## src/rtl/alu_pkg.sv

```systemverilog
// Shared ALU definitions: sequencer state encoding, nibble width and the flag
// bundle that the result mux also consumes.
package alu_pkg;

    localparam int NIBBLE_W = 4;

    typedef enum logic [1:0] {
        IDLE = 2'd0,
        RUN  = 2'd1,
        DONE = 2'd2
    } state_t;

    typedef struct packed {
        logic cout;
        logic overflow;
        logic zero;
    } alu_flags_t;

endpackage

```

## src/rtl/carry_lookahead_adder_4bit.sv

```systemverilog
// 4-bit carry-lookahead adder slice: generate/propagate per bit, all carries
// computed in parallel from the carry-in.
module carry_lookahead_adder_4bit (
    input  logic [3:0] a,
    input  logic [3:0] b,
    input  logic       cin,
    output logic [3:0] sum,
    output logic       cout
);

    logic [3:0] g;
    logic [3:0] p;
    logic [4:0] c;

    assign g = a & b;
    assign p = a ^ b;

    assign c[0] = cin;
    assign c[1] = g[0] | (p[0] & cin);
    assign c[2] = g[1] | (p[1] & g[0]) | (p[1] & p[0] & cin);
    assign c[3] = g[2] | (p[2] & g[1]) | (p[2] & p[1] & g[0]) | (p[2] & p[1] & p[0] & cin);
    assign c[4] = g[3] | (p[3] & g[2]) | (p[3] & p[2] & g[1]) | (p[3] & p[2] & p[1] & g[0])
                | (p[3] & p[2] & p[1] & p[0] & cin);

    assign sum  = p ^ c[3:0];
    assign cout = c[4];

endmodule

```

## src/rtl/alu_nibble_add_sequencer.sv

```systemverilog
// Multi-cycle WIDTH-bit add/subtract that pushes one nibble per cycle, LSB first,
// through a single shared 4-bit CLA slice; carry between nibbles lives in carry_q.
module alu_nibble_add_sequencer
    import alu_pkg::*;
#(
    parameter int WIDTH = 8
) (
    input  logic             clk,
    input  logic             rst_n,
    input  logic             in_valid,
    output logic             in_ready,
    input  logic [WIDTH-1:0] a,
    input  logic [WIDTH-1:0] b,
    input  logic             op_sub,
    output logic             out_valid,
    input  logic             out_ready,
    output logic [WIDTH-1:0] result,
    output logic             cout,
    output logic             overflow,
    output logic             zero
);

    localparam int NIBBLES = WIDTH / NIBBLE_W;
    localparam int IDX_W   = (NIBBLES > 1) ? $clog2(NIBBLES) : 1;
    localparam logic [IDX_W-1:0] LAST_IDX = IDX_W'(NIBBLES - 1);

    generate
        if (WIDTH < NIBBLE_W || (WIDTH % NIBBLE_W) != 0) begin : g_bad_width
            $error("alu_nibble_add_sequencer: WIDTH must be a multiple of 4 and at least 4");
        end
    endgenerate

    // Signed overflow: operands agree in sign but the result sign differs.
    function automatic logic signed_ovf(input logic sa, input logic sb, input logic sr);
        return (sa == sb) && (sr != sa);
    endfunction

    state_t           state;
    logic [IDX_W-1:0] idx;
    logic             carry_q;
    logic [WIDTH-1:0] a_q;
    logic [WIDTH-1:0] b_q;
    alu_flags_t       flags_q;

    logic [NIBBLE_W-1:0] slice_a;
    logic [NIBBLE_W-1:0] slice_b;
    logic [NIBBLE_W-1:0] slice_sum;
    logic                slice_cout;
    logic [WIDTH-1:0]    result_next;

    assign slice_a = a_q[NIBBLE_W*idx +: NIBBLE_W];
    assign slice_b = b_q[NIBBLE_W*idx +: NIBBLE_W];

    carry_lookahead_adder_4bit u_slice (
        .a    (slice_a),
        .b    (slice_b),
        .cin  (carry_q),
        .sum  (slice_sum),
        .cout (slice_cout)
    );

    always_comb begin
        result_next = result;
        result_next[NIBBLE_W*idx +: NIBBLE_W] = slice_sum;
    end

    assign cout     = flags_q.cout;
    assign overflow = flags_q.overflow;
    assign zero     = flags_q.zero;

    always_ff @(posedge clk or negedge rst_n) begin
        if (!rst_n) begin
            state     <= IDLE;
            idx       <= '0;
            carry_q   <= 1'b0;
            a_q       <= '0;
            b_q       <= '0;
            result    <= '0;
            flags_q   <= '0;
            out_valid <= 1'b0;
            in_ready  <= 1'b1;
        end else begin
            case (state)
                IDLE: begin
                    if (in_valid && in_ready) begin
                        // Subtract is A + ~B + 1: the +1 enters as the first carry-in.
                        a_q      <= a;
                        b_q      <= op_sub ? ~b : b;
                        carry_q  <= op_sub;
                        idx      <= '0;
                        in_ready <= 1'b0;
                        state    <= RUN;
                    end
                end
                RUN: begin
                    result  <= result_next;
                    carry_q <= slice_cout;
                    if (idx == LAST_IDX) begin
                        flags_q.cout     <= slice_cout;
                        flags_q.overflow <= signed_ovf(a_q[WIDTH-1], b_q[WIDTH-1],
                                                       slice_sum[NIBBLE_W-1]);
                        flags_q.zero     <= (result_next == '0);
                        out_valid        <= 1'b1;
                        idx              <= '0;
                        state            <= DONE;
                    end else begin
                        idx <= idx + 1'b1;
                    end
                end
                DONE: begin
                    if (out_ready) begin
                        out_valid <= 1'b0;
                        in_ready  <= 1'b1;
                        state     <= IDLE;
                    end
                end
                default: begin
                    state     <= IDLE;
                    out_valid <= 1'b0;
                    in_ready  <= 1'b1;
                end
            endcase
        end
    end

endmodule
```

## config.mk

```make
export PLATFORM = sky130hd
export DESIGN_NAME = alu_nibble_add_sequencer
export DESIGN_NICKNAME = d
export VERILOG_FILES = /design/src/rtl/alu_pkg.sv /design/src/rtl/carry_lookahead_adder_4bit.sv /design/src/rtl/alu_nibble_add_sequencer.sv
export SDC_FILE = /design/constraint.sdc
export NUM_CORES = 1
export LEC_CHECK = 0
export BUFFER_PORTS_ARGS = -buffer_cell sky130_fd_sc_hd__buf_2
export CORE_ASPECT_RATIO = 1.2
export CORE_UTILIZATION = 35
export CTS_BUF_LIST = sky130_fd_sc_hd__clkbuf_4 sky130_fd_sc_hd__clkbuf_8
export CTS_CLUSTER_DIAMETER = 150
export DETAILED_ROUTE_END_ITERATION = 12
export HOLD_SLACK_MARGIN = 0.08
export SYNTH_ARGS = -nofsm -noshare
export SYNTH_HDL_FRONTEND = slang
export SYNTH_HIERARCHICAL = 1
export SYNTH_SLANG_ARGS = --single-unit
```

## constraint.sdc

```tcl
create_clock -name clk -period 2.75 [get_ports clk]
set_input_delay 0.1375 -clock clk [delete_from_list [all_inputs] [get_ports clk]]
set_output_delay 0.1375 -clock clk [all_outputs]
set_load 0.1 [all_outputs]
```

==> Word-level counts from Yosys, hierarchy flattened <==
Index checks and enable logic that the tools add are counted.
{ "word_totals": {"reg_bits": 33, "in_bits": 21, "out_inout_bits": 13, "wordCells": 83} }
{ "op_classes": {"n_addsub": 2, "eq_ne": 7, "n_shift": 4, "mux": 16, "n_bitwise": 32, "n_reduce_logical": 11} }
{ "op_table": {"columns": ["op", "n"], "rows": [
  ["$neg 3->34", 1],
  ["$shift 4x34->8 const A", 1],
  ["$shiftx 4x34->8", 1],
  ["$and 1x1->1", 16],
  ["$shiftx 8x4->4", 2],
  ["$or 1x1->1", 10],
  ["$reduce_and 3->1", 3],
  ["$bwmux 8", 1],
  ["$logic_not 8->1", 1],
  ["$mux 8", 1],
  ["$not 8->8", 1],
  ["$xor 4x4->4", 2],
  ["$mux 1", 6],
  ["$mux 2", 3],
  ["$ne 2x2->1 const B", 3],
  ["$pmux 1 s3", 2],
  ["$pmux 2 s3", 1],
  ["$reduce_and 2->1", 3],
  ["$and 4x4->4", 1],
  ["$pmux 1 s2", 2],
  ["$eq 2x1->1 const B", 1],
  ["$eq 2x2->1 const B", 1],
  ["$logic_and 1x1->1", 2],
  ["$logic_not 2->1", 1],
  ["other kinds (5)", 6]
]} }

==> Longest topological paths before layout <==
Gate-level depths: netlist (run 1).
{ "logic_depth": {"word_depth": 10, "ltp_mapped": 9, "ltp_nobuf": 8} }

==> Hierarchy <==
Netlist (run 1), hierarchy kept.
{ "modules_own_cells": {"columns": ["mod", "instances", "cells_per_inst", "area_per_inst_um2", "seq_area_each_um2"], "rows": [
  ["alu_nibble_add_sequencer", 1, 117, 1465.2, 827.0],
  ["carry_lookahead_adder_4bit", 1, 17, 147.6, 0.0]
]} }

==> Worst setup path before layout (run 1) <==
Ideal clock, no wire load.
{ "synth_timing": {"kind": "register to register", "startpoint": "register idx", "endpoint": "register overflow (netlist name)", "setup_ps": 138, "arrival_ps": 2189, "required_ps": 2612, "slack_ps": 423, "stages_incl_launch_ff": 10, "path_buffers": 1, "synth_period_minus_slack_ps": 2327, "cell_sequence": "dfrtp_1 > buf_2 > mux2_2 > ha_1 > a21o_1 > a31o_1 > xor2_1 > and3b_1 > a21oi_1 > o21ai_0"} }
{ "synth_between": {"word_cells_on_any_way": 16, "cone_classes": "eq/ne (1); shift (2); bitwise (11); reduce/logical (2)"} }
{ "synth_lines": {"columns": ["item", "line", "rtl"], "rows": [
  ["start, declared", "alu_nibble_add_sequencer.sv:39", "logic [IDX_W-1:0] idx;"],
  ["start signal, assigned", "alu_nibble_add_sequencer.sv:107", "idx <= idx + 1'b1;"],
  ["$shiftx 8x4->4 (*)", "alu_nibble_add_sequencer.sv:51", "assign slice_a = a_q[NIBBLE_W*idx +: NIBBLE_W];"],
  ["net slice_a[0]", "alu_nibble_add_sequencer.sv:45", "logic [NIBBLE_W-1:0] slice_a;"],
  ["$and 4x4->4 / $xor 4x4->4 (equally long branches)", "carry_lookahead_adder_4bit.sv:15, carry_lookahead_adder_4bit.sv:16", null],
  ["$and 1x1->1", "carry_lookahead_adder_4bit.sv:21", "assign c[3] = g[2] | (p[2] & g[1]) | (p[2] & p[1] & g[0]) | (p[2] & p[1] & p[0] & cin);"],
  ["$or 1x1->1 / $and 1x1->1 (equally long branches)", "carry_lookahead_adder_4bit.sv:21", null],
  ["$or 1x1->1 (*)", "carry_lookahead_adder_4bit.sv:21", null],
  ["$xor 4x4->4 (*)", "carry_lookahead_adder_4bit.sv:25", "assign sum = p ^ c[3:0];"],
  ["net slice_sum[3]", "alu_nibble_add_sequencer.sv:47", "logic [NIBBLE_W-1:0] slice_sum;"],
  ["$ne 1x1->1 (*)", "alu_nibble_add_sequencer.sv:35", "return (sa == sb) && (sr != sa);"],
  ["$logic_and 1x1->1 (*)", "alu_nibble_add_sequencer.sv:35", null]
]} }
The timed path passes the listed nets; every way through them passes the cells marked *.
A chain may end at the register's enable or synchronous reset.

==> Worst setup path in the final report (run 1) <==
{ "layout_timing": {"startpoint": "register idx", "endpoint": "register overflow (netlist name)"} }
{ "layout_between": {"word_cells_on_any_way": 16, "cone_classes": "eq/ne (1); shift (2); bitwise (11); reduce/logical (2)"} }
{ "layout_lines": {"columns": ["item", "line"], "rows": [
  ["$shiftx 8x4->4 (*)", "alu_nibble_add_sequencer.sv:51"],
  ["net slice_a[0]", "alu_nibble_add_sequencer.sv:45"],
  ["$and 4x4->4 / $xor 4x4->4 (equally long branches)", "carry_lookahead_adder_4bit.sv:15, carry_lookahead_adder_4bit.sv:16"],
  ["$and 1x1->1", "carry_lookahead_adder_4bit.sv:21"],
  ["$or 1x1->1 / $and 1x1->1 (equally long branches)", "carry_lookahead_adder_4bit.sv:21"],
  ["$or 1x1->1 (*)", "carry_lookahead_adder_4bit.sv:21"],
  ["$xor 4x4->4 (*)", "carry_lookahead_adder_4bit.sv:25"],
  ["net slice_sum[3]", "alu_nibble_add_sequencer.sv:47"],
  ["$ne 1x1->1 (*)", "alu_nibble_add_sequencer.sv:35"],
  ["$logic_and 1x1->1 (*)", "alu_nibble_add_sequencer.sv:35"]
]} }
Marks and branches as above.

==> metrics.yaml, run 1 <==
clocking:
  clk_pin_slew_worst_paths_ns: 0.07
  post_cts_buffers: 0
  insertion_delay_ns: 0.28
  postCtsResizedCells: 0
  cts_sinks: 33
  root_buffer: "clkbuf_8"
  tritoncts: "built"
  numCtsBuffers: 5
  htree_levels: 2
  clockBufferDepth: 2
  cts_hold_buf: 7
timing:
  setup_viol: 0
  rsz0062_at_grt: "false"
  max_freq_ghz: 0.412
  final-hold-violation-count: 0
  fin_skew_ns: 0.00709
  tightestPinTransition_ns: 0.743
  post-route-min-period_ns: 2.42
  slew_headroom: 0.505
  finalSetupTns_ns: 0
  drv_slew: 0
  fin_crit_sh: 0.882
die:
  die_h_um: 76.4
  initial_core_util: 0.373
  die_area_sq_um: 4880
  ioPinCount: 34
  placementRows: 26
  die_w_um: 64.0
  core_sq_um: 4330
routing:
  drtIter0Drc: 38
  route.antenna.remaining_nets: 0
  num_vias: 1114
  vias_per_cell: 4.76
  drc: 0
  wl_per_cell_um: 13.0
  routed_wl_um: 3040
  drtPass1Iterations: 4
synthesis:
  syn-cell-area_sq_um: 1610
  synth_top_area_cell: "dfrtp_1"
  synth_cell_types: 30
  async_flop_share: 1.00
  syn_nets: 160
  avgSynthCellArea_sq_um: 12.0
  yosysWarnings: 6
  synth-seq-cells: 33
  ys_top_cells_by_area: "dfrtp_1 50%, mux2_2 13%, xnor2_1 5.4%, a21oi_1 3.7%, mux2_4 3.7%"
  ys.flop_type: "dfrtp_1"
  synth_commonest_cells: "32 x dfrtp_1, 19 x mux2_2, 12 x a21oi_1, 12 x nor2_1, 10 x xnor2_1"
  synth_top_area_frac: 0.497
  synth_enable_flop_cells: 0
  synth_most_common_cell: "dfrtp_1"
  yosysSeqAreaShare: 0.513
  synthCells: 134
place:
  placed_cells: 219
  gp_congestion: 0.793
  numPortBuffers: 33
  dp_hpwl_um: 2180
  place_area_sq_um: 1840
min_path:
  worstHoldPathType: "in -> reg"
global_routing:
  gr-total-overflow: 0
  grt_use_total: 0.145
  first_global_vias: 1141
  grt_pass1_wl_um: 5380
  antenna_found_initial: 0
  grt_max_degree: 34
critical_path:
  cp.arrival_ns: 2.58
  crit_fanout: 7
  slowest_delay_ns: 0.50
  crit_chain: "mux2_2, ha_1, a21o_1, a31o_1, xor2_1, and3b_1, a21oi_1, o21ai_0"
  crit_required_ns: 2.90
  crit_type: "reg -> reg"
  path_buf_inv: 0
  cp-start-kind: "register"
  path_delay_family: "compound AO/OA/AOI/OAI gates"
  endpoint_kind: "register"
  slowest_stage: "dfrtp_1"
layout:
  final_util: 0.464
  final_nets: 203
  antenna_cells: 0
  instances_no_fill: 234
  layout-drive-gt1-share: 0.388
  area_growth_pct: 24.4
  final_area_sq_um: 2010
flow_run:
  max_cap_violations: 0
status:
  status: "complete, no violations"
==> cell usage in the layout, fill, tap and decap left out, types with 5 or more instances in the layout <==
master         instances
a21o_1                 5
a21oi_1               12
buf_2                 33
clkbuf_8               6
dfrtp_1               32
dlygate4sd3_1          7
mux2_2                19
nand2_1                6
nor2_1                12
xnor2_1               10
==> registers in the layout, indices dropped and copies added, names as in the netlist <==
register / flops
overflow: 1
zero: 1
state: 2
a_q: 8
idx: 1
out_valid: 1
in_ready: 1
cout: 1
result: 8
b_q: 8
carry_q: 1
==> metrics by stage <==
step	hold WS [ns]	setup slack, ns
detailed placement	0.247	0.294
CTS	0.0820	0.294
global placement	0.225	0.384
global route	0.0943	0.134
floorplan	-0.158	0.423
finish	0.0900	0.326
==> layout make-up <==
class | instances | area, sq um
sequential | 33 | 827
inverter | 4 | 15.0
timing repair buffer | 42 | 250
tap | 56 | 70.1
fill | 413 | 2320
clock buffer | 8 | 97.6
multi-input combinational | 91 | 746
==> final timing paths <==
kind,slack [ns],depth (start not counted),start,endpoint
min in group asynchronous,0.45,2,rst_n,result[7]$_DFFE_PN0N_
worst max register to register,0.33,8,idx$_DFFE_PN0P_,overflow$_DFFE_PN0P_
worst min register to register,0.50,2,overflow$_DFFE_PN0P_,overflow$_DFFE_PN0P_
max in group asynchronous,1.82,2,rst_n,b_q[1]$_DFFE_PN0P_
worst max-delay path,0.33,8,idx$_DFFE_PN0P_,overflow$_DFFE_PN0P_
worst min-delay path,0.09,2,a[7],a_q[7]$_DFFE_PN0P_
==> kinds of logic (layout without fill, tap and decap cells) <==
kind of cell,after synthesis,count (layout),synth area share
AOI/OAI and AO/OA,22,22,0.0807
xor gates and xnor gates,11,11,0.0597
adders and majority gates,5,5,0.0434
buffers and inverters,10,54,0.0341
DFF,33,33,0.513
muxes,25,25,0.184
and+or+nand+nor,28,28,0.0853
==> routing by layer <==
layer | wire, um | global-route usage | part of all wire | up-vias
li1 | - | - | - | 545
met1 | 1360 | 0.168 | 0.45 | 538
met4 | 61 | 0.0614 | 0.020 | 0
met3 | 137 | 0.0464 | 0.045 | 6
met5 | 0 | 0 | 0 | -
met2 | 1480 | 0.244 | 0.49 | 25
Power of run 1 is left out: the tool's default activity adds up to more than one toggle a clock period on the data nets, which glitch-free logic cannot reach.
==> run 2, diff against run 1 <==
==> constraint.sdc (replaced) <==
create_clock -name clk -period 2.67 [get_ports clk]
set_input_delay 0 -clock clk [delete_from_list [all_inputs] [get_ports clk]]
set_output_delay 0 -clock clk [all_outputs]
set_load 0.1 [all_outputs]
==> metrics.yaml, run 2 (synthesis gave the netlist of run 1 again) <==
status:
  status: "complete, no violations"
die:
  placementRows: 26  # unchanged
  ioPinCount: 34  # unchanged
  die_w_um: 64.0  # unchanged
  die_h_um: 76.4  # unchanged
  initial_core_util: 0.373  # unchanged
  die_area_sq_um: 4880  # unchanged
  core_sq_um: 4330  # unchanged
layout:
  fillers: 391  # -5.3%
  final_nets: 215  # +5.9%
  final_util: 0.489  # +0.0252
  final_cell_mix: "33 x buf_2, 32 x dfrtp_1, 19 x mux2_2, 19 x dlygate4sd3_1"
  area_growth_pct: 31.1
  layout-drive-gt1-share: 0.363  # -0.0245
  final_common_cell: "buf_2"
  reg_top3: "a_q (8), b_q (8), result (8)"
  instances_no_fill: 246  # +5.1%
  antenna_cells: 0  # unchanged
timing:
  finalSetupTns_ns: 0  # unchanged
  rsz0062_at_grt: "false"
  fin_skew_ns: 0.0104  # +0.00330 ns
  drv_slew: 0  # unchanged
  slew_headroom: 0.409  # -0.0955
  hold_ws_ns: 0.179  # +0.0888 ns
  post-route-min-period_ns: 2.45  # +0.0296 ns
  fin_crit_sh: 0.919  # +0.0375
  final-hold-violation-count: 0  # unchanged
  tightestPinTransition_ns: 0.885  # +0.142 ns
  setup_viol: 0  # unchanged
  max_freq_ghz: 0.407  # -1.2%
routing:
  drc: 0  # unchanged
  routed_wl_um: 3120  # +2.8%
  route.antenna.remaining_nets: 0  # unchanged
  wl_per_cell_um: 12.7  # -2.2%
  num_vias: 1151  # +3.3%
  drtIter0Drc: 45  # +18%
  drtPass1Iterations: 4  # unchanged
  vias_per_cell: 4.68  # -1.7%
flow_run:
  max_cap_violations: 0  # unchanged
clocking:
  tritoncts: "built"
  insertion_delay_ns: 0.29  # about the same
  clockBufferDepth: 2  # unchanged
  clk_pin_slew_worst_paths_ns: 0.06  # about the same
  cts_hold_buf: 19  # +12
  htree_levels: 2  # unchanged
  numCtsBuffers: 5  # unchanged
  post_cts_buffers: 0  # unchanged
  root_buffer: "clkbuf_8"
  postCtsResizedCells: 0  # unchanged
  cts_sinks: 33  # unchanged
global_routing:
  grt_max_degree: 34  # unchanged
  antenna_found_initial: 0  # unchanged
  grt_pass1_wl_um: 5440  # +1.2%
  first_global_vias: 1136  # -0.44%
  gr-total-overflow: 0  # unchanged
  grt_use_total: 0.145  # -0.000630
critical_path:
  endpoint_kind: "register"
  cp.arrival_ns: 2.60  # +0.02 ns
  cp-start-kind: "register"
  crit_fanout: 7  # unchanged
  crit_required_ns: 2.81  # -0.09 ns
  crit_type: "reg -> reg"
min_path:
  worstHoldPathType: "in -> reg"
place:
  placed_cells: 219  # unchanged
  dp_hpwl_um: 2210  # +1.0%
  gp_congestion: 0.745  # -6.0%
  numPortBuffers: 33  # unchanged
==> run 2: through the flow <==
step                      setup WS (ns)  area (sq um)
after global placement            0.306          1840
after detailed placement          0.200          1840
after global routing             0.0502          2110
after floorplan                   0.343          1610
after CTS                         0.185          2110
final                             0.216          2110
==> run 2: cell type report <==
class / count / area (sq um) / share of cell area
clock buffer: 6 / 76.3 / 0.0361
tap: 56 / 70.1 / 0.0331
timing repair buffer: 54 / 370 / 0.175
clock inverter: 2 / 10.0 / 0.00473
multi-input combinational: 91 / 746 / 0.353
sequential: 33 / 827 / 0.391
inverter: 4 / 15.0 / 0.00710
==> run 2: final timing paths <==
path                                    start                     to  slack (ns)  cells past startpoint
max                           idx$_DFFE_PN0P_   overflow$_DFFE_PN0P_        0.22                      8
min                                    op_sub     b_q[3]$_DFFE_PN0P_        0.18                      3
max reg2reg                   idx$_DFFE_PN0P_   overflow$_DFFE_PN0P_        0.22                      8
min reg2reg                a_q[6]$_DFFE_PN0P_     a_q[6]$_DFFE_PN0P_        0.49                      1
max in group asynchronous               rst_n     a_q[6]$_DFFE_PN0P_        1.87                      2
min in group asynchronous               rst_n  result[6]$_DFFE_PN0N_        0.31                      2
==> run 2: worst max-delay path, stage by stage (launching register included) <==
cell and delay [ns]:
dfrtp_1 0.48, mux2_2 0.37, ha_1 0.34, a21o_1 0.19
a31o_1 0.21, xor2_1 0.32, and3b_1 0.22, a21oi_1 0.10
o21ai_0 0.09
==> run 2: routing by layer <==
| metal | GRT usage | vias to the layer above | wire (um) |
|---|---|---|---|
| met1 | 0.183 | 547 | 1420 |
| met5 | 0 | - | 0 |
| met4 | 0.0614 | 0 | 57 |
| met2 | 0.228 | 27 | 1520 |
| li1 | - | 571 | - |
| met3 | 0.0419 | 6 | 130 |
Power of run 2 is left out for the same reason.
==> run 3, diff against run 2 <==
--- a/config.mk
+++ b/config.mk
@@ -5,11 +5,10 @@
 export SDC_FILE = /design/constraint.sdc
 export NUM_CORES = 1
 export LEC_CHECK = 0
-export BUFFER_PORTS_ARGS = -buffer_cell sky130_fd_sc_hd__buf_2
+export BUFFER_PORTS_ARGS = -buffer_cell sky130_fd_sc_hd__buf_4
 export CORE_ASPECT_RATIO = 1.2
-export CORE_UTILIZATION = 35
+export CORE_UTILIZATION = 40
 export CTS_BUF_LIST = sky130_fd_sc_hd__clkbuf_4 sky130_fd_sc_hd__clkbuf_8
-export CTS_CLUSTER_DIAMETER = 150
 export DETAILED_ROUTE_END_ITERATION = 12
 export HOLD_SLACK_MARGIN = 0.08
 export SYNTH_ARGS = -nofsm -noshare
==> metrics.yaml, run 3 (synthesis gave the netlist of run 1 again) <==
status:
  status: "complete, no violations"
global_routing:
  first_global_vias: 1246  # +9.7%
  gr-total-overflow: 0  # unchanged
  antenna_found_initial: 0  # unchanged
  grt_use_total: 0.180  # +0.0351
  grt_pass1_wl_um: 5670  # +4.2%
  grt_max_degree: 34  # unchanged
critical_path:
  crit_fanout: 8  # +1
  reg2reg_slack_ns: 0.24  # +0.02 ns
  endpoint_kind: "register"
  slowest_delay_ns: 0.53  # +0.05 ns
  r2r_cells: 8  # unchanged
  crit_type: "reg -> reg"
  crit_required_ns: 2.81  # about the same
  crit_chain: "mux2_2, ha_1, a21o_1, a31o_1, xor2_2, and3b_1, a21oi_1, o21ai_0"
  r2r_start: "idx$_DFFE_PN0P_"
  cp-start-kind: "register"
  slowest_stage: "dfrtp_1"
  reg2reg_to: "overflow$_DFFE_PN0P_"
  cp.arrival_ns: 2.57  # -0.03 ns
clocking:
  clk_pin_slew_worst_paths_ns: 0.07  # about the same
  post_cts_buffers: 0  # unchanged
  numCtsBuffers: 5  # unchanged
  tritoncts: "built"
  insertion_delay_ns: 0.29  # about the same
  htree_levels: 2  # unchanged
  cts_sinks: 33  # unchanged
  clockBufferDepth: 2  # unchanged
  root_buffer: "clkbuf_8"
layout:
  final_cell_mix: "35 x buf_4, 32 x dfrtp_1, 19 x mux2_2, 19 x dlygate4sd3_1"
  fillers: 323  # -17%
  final_util: 0.590  # +0.101
  final_common_cell: "buf_4"
  final_area_sq_um: 2210  # +4.7%
  area_growth_pct: 37.3
  layout-drive-gt1-share: 0.368  # +0.00526
  final_nets: 215  # unchanged
  antenna_cells: 0  # unchanged
  reg_top3: "a_q (8), b_q (8), result (8)"
place:
  numPortBuffers: 33  # unchanged
  place_area_sq_um: 1920  # +4.2%
  gp_congestion: 0.759  # +1.8%
  preCtsSetupSlack_ns: 0.156  # -0.0439 ns
  dp_hpwl_um: 2260  # +2.5%
routing:
  drtIter0Drc: 16  # -64%
  num_vias: 1163  # +1.0%
  route.antenna.remaining_nets: 0  # unchanged
  drc: 0  # unchanged
  vias_per_cell: 4.81  # +2.7%
  routed_wl_um: 3200  # +2.5%
  wl_per_cell_um: 13.2  # +4.2%
  drtPass1Iterations: 3  # -1
min_path:
  min_path_cells: 3  # unchanged
  hold_start: "op_sub"
  min_to: "b_q[4]$_DFFE_PN0P_"
  worstHoldPathType: "in -> reg"
die:
  initial_core_util: 0.430  # +0.0569
  placementRows: 24  # -7.7%
  die_h_um: 71.6  # -6.3%
  ioPinCount: 34  # unchanged
  die_area_sq_um: 4290  # -12%
  core_sq_um: 3750  # -13%
  die_w_um: 60.0  # -6.3%
timing:
  drv_slew: 0  # unchanged
  setup_viol: 0  # unchanged
  rsz0062_at_grt: "false"
  max_freq_ghz: 0.412  # +0.99%
  post-route-min-period_ns: 2.43  # -0.0241 ns
  tightestPinTransition_ns: 0.786  # -0.0996 ns
  fin_crit_sh: 0.910  # -0.00902
  slew_headroom: 0.476  # +0.0665
  finalSetupTns_ns: 0  # unchanged
  fin_skew_ns: 0.0102  # -0.000220 ns
  layout_setup_ws_ns: 0.240  # +0.0241 ns
  final-hold-violation-count: 0  # unchanged
flow_run:
  max_cap_violations: 0  # unchanged
## run 3: changes by cell type in the layout (fill, tap and decap cells not counted)
cell	change
xor2_2	+1
buf_2	-33
xor2_1	-1
clkbuf_8	+2
clkinv_2	-1
buf_4	+33
clkbuf_4	-1
## run 3: per-layer routing
layer | global-route usage | part of all wire | up-vias
met3 | 0.0433 | 0.028 | 4
met1 | 0.214 | 0.43 | 565
met5 | 0 | 0 | -
met4 | 0.0620 | 0.0097 | 0
li1 | - | - | 569
met2 | 0.310 | 0.53 | 25
## run 3: layout make-up
class | count | area [sq um] | share of cell area
clock buffer | 7 | 96.3 | 0.0435
inverter | 4 | 15.0 | 0.00678
sequential | 33 | 827 | 0.373
tap | 52 | 65.1 | 0.0294
clock inverter | 1 | 5.00 | 0.00226
multi-input combinational | 91 | 753 | 0.340
timing repair buffer | 54 | 453 | 0.205
## run 3: how the worst max path moves through the flow
stage | startpoint | to | cells past startpoint
6_report | idx$_DFFE_PN0P_ | overflow$_DFFE_PN0P_ | 8
3_3_place_gp | idx$_DFFE_PN0P_ | overflow$_DFFE_PN0P_ | 8
5_1_grt | idx$_DFFE_PN0P_ | zero$_DFFE_PN0P_ | 8
3_5_place_dp | idx$_DFFE_PN0P_ | overflow$_DFFE_PN0P_ | 8
4_1_cts | idx$_DFFE_PN0P_ | overflow$_DFFE_PN0P_ | 8
2_1_floorplan | idx$_DFFE_PN0P_ | overflow$_DFFE_PN0P_ | 9
## run 3: through the flow
stage | cells | hold WS (ns)
5_1_grt | 242 | 0.136
3_3_place_gp | 215 | -0.0390
6_report | 242 | 0.119
2_1_floorplan | 134 | -0.296
4_1_cts | 242 | 0.117
3_5_place_dp | 215 | -0.0329
## run 3: worst max-delay path: cells and delay by family, from the launching register on
family | cells | cell delay, ns
DFF | 1 | 0.53
muxes | 1 | 0.38
AOI/OAI and AO/OA | 4 | 0.60
xor gates and xnor gates | 1 | 0.23
and+or+nand+nor | 1 | 0.20
adders and majority gates | 1 | 0.35
## run 3: timing repair
item	in CTS	in global routing
resized for setup	0	1
endpoints found under the hold margin	52	0
endpoints found under the setup margin	0	1
hold buffers	19	0
Power of run 3 is left out for the same reason.
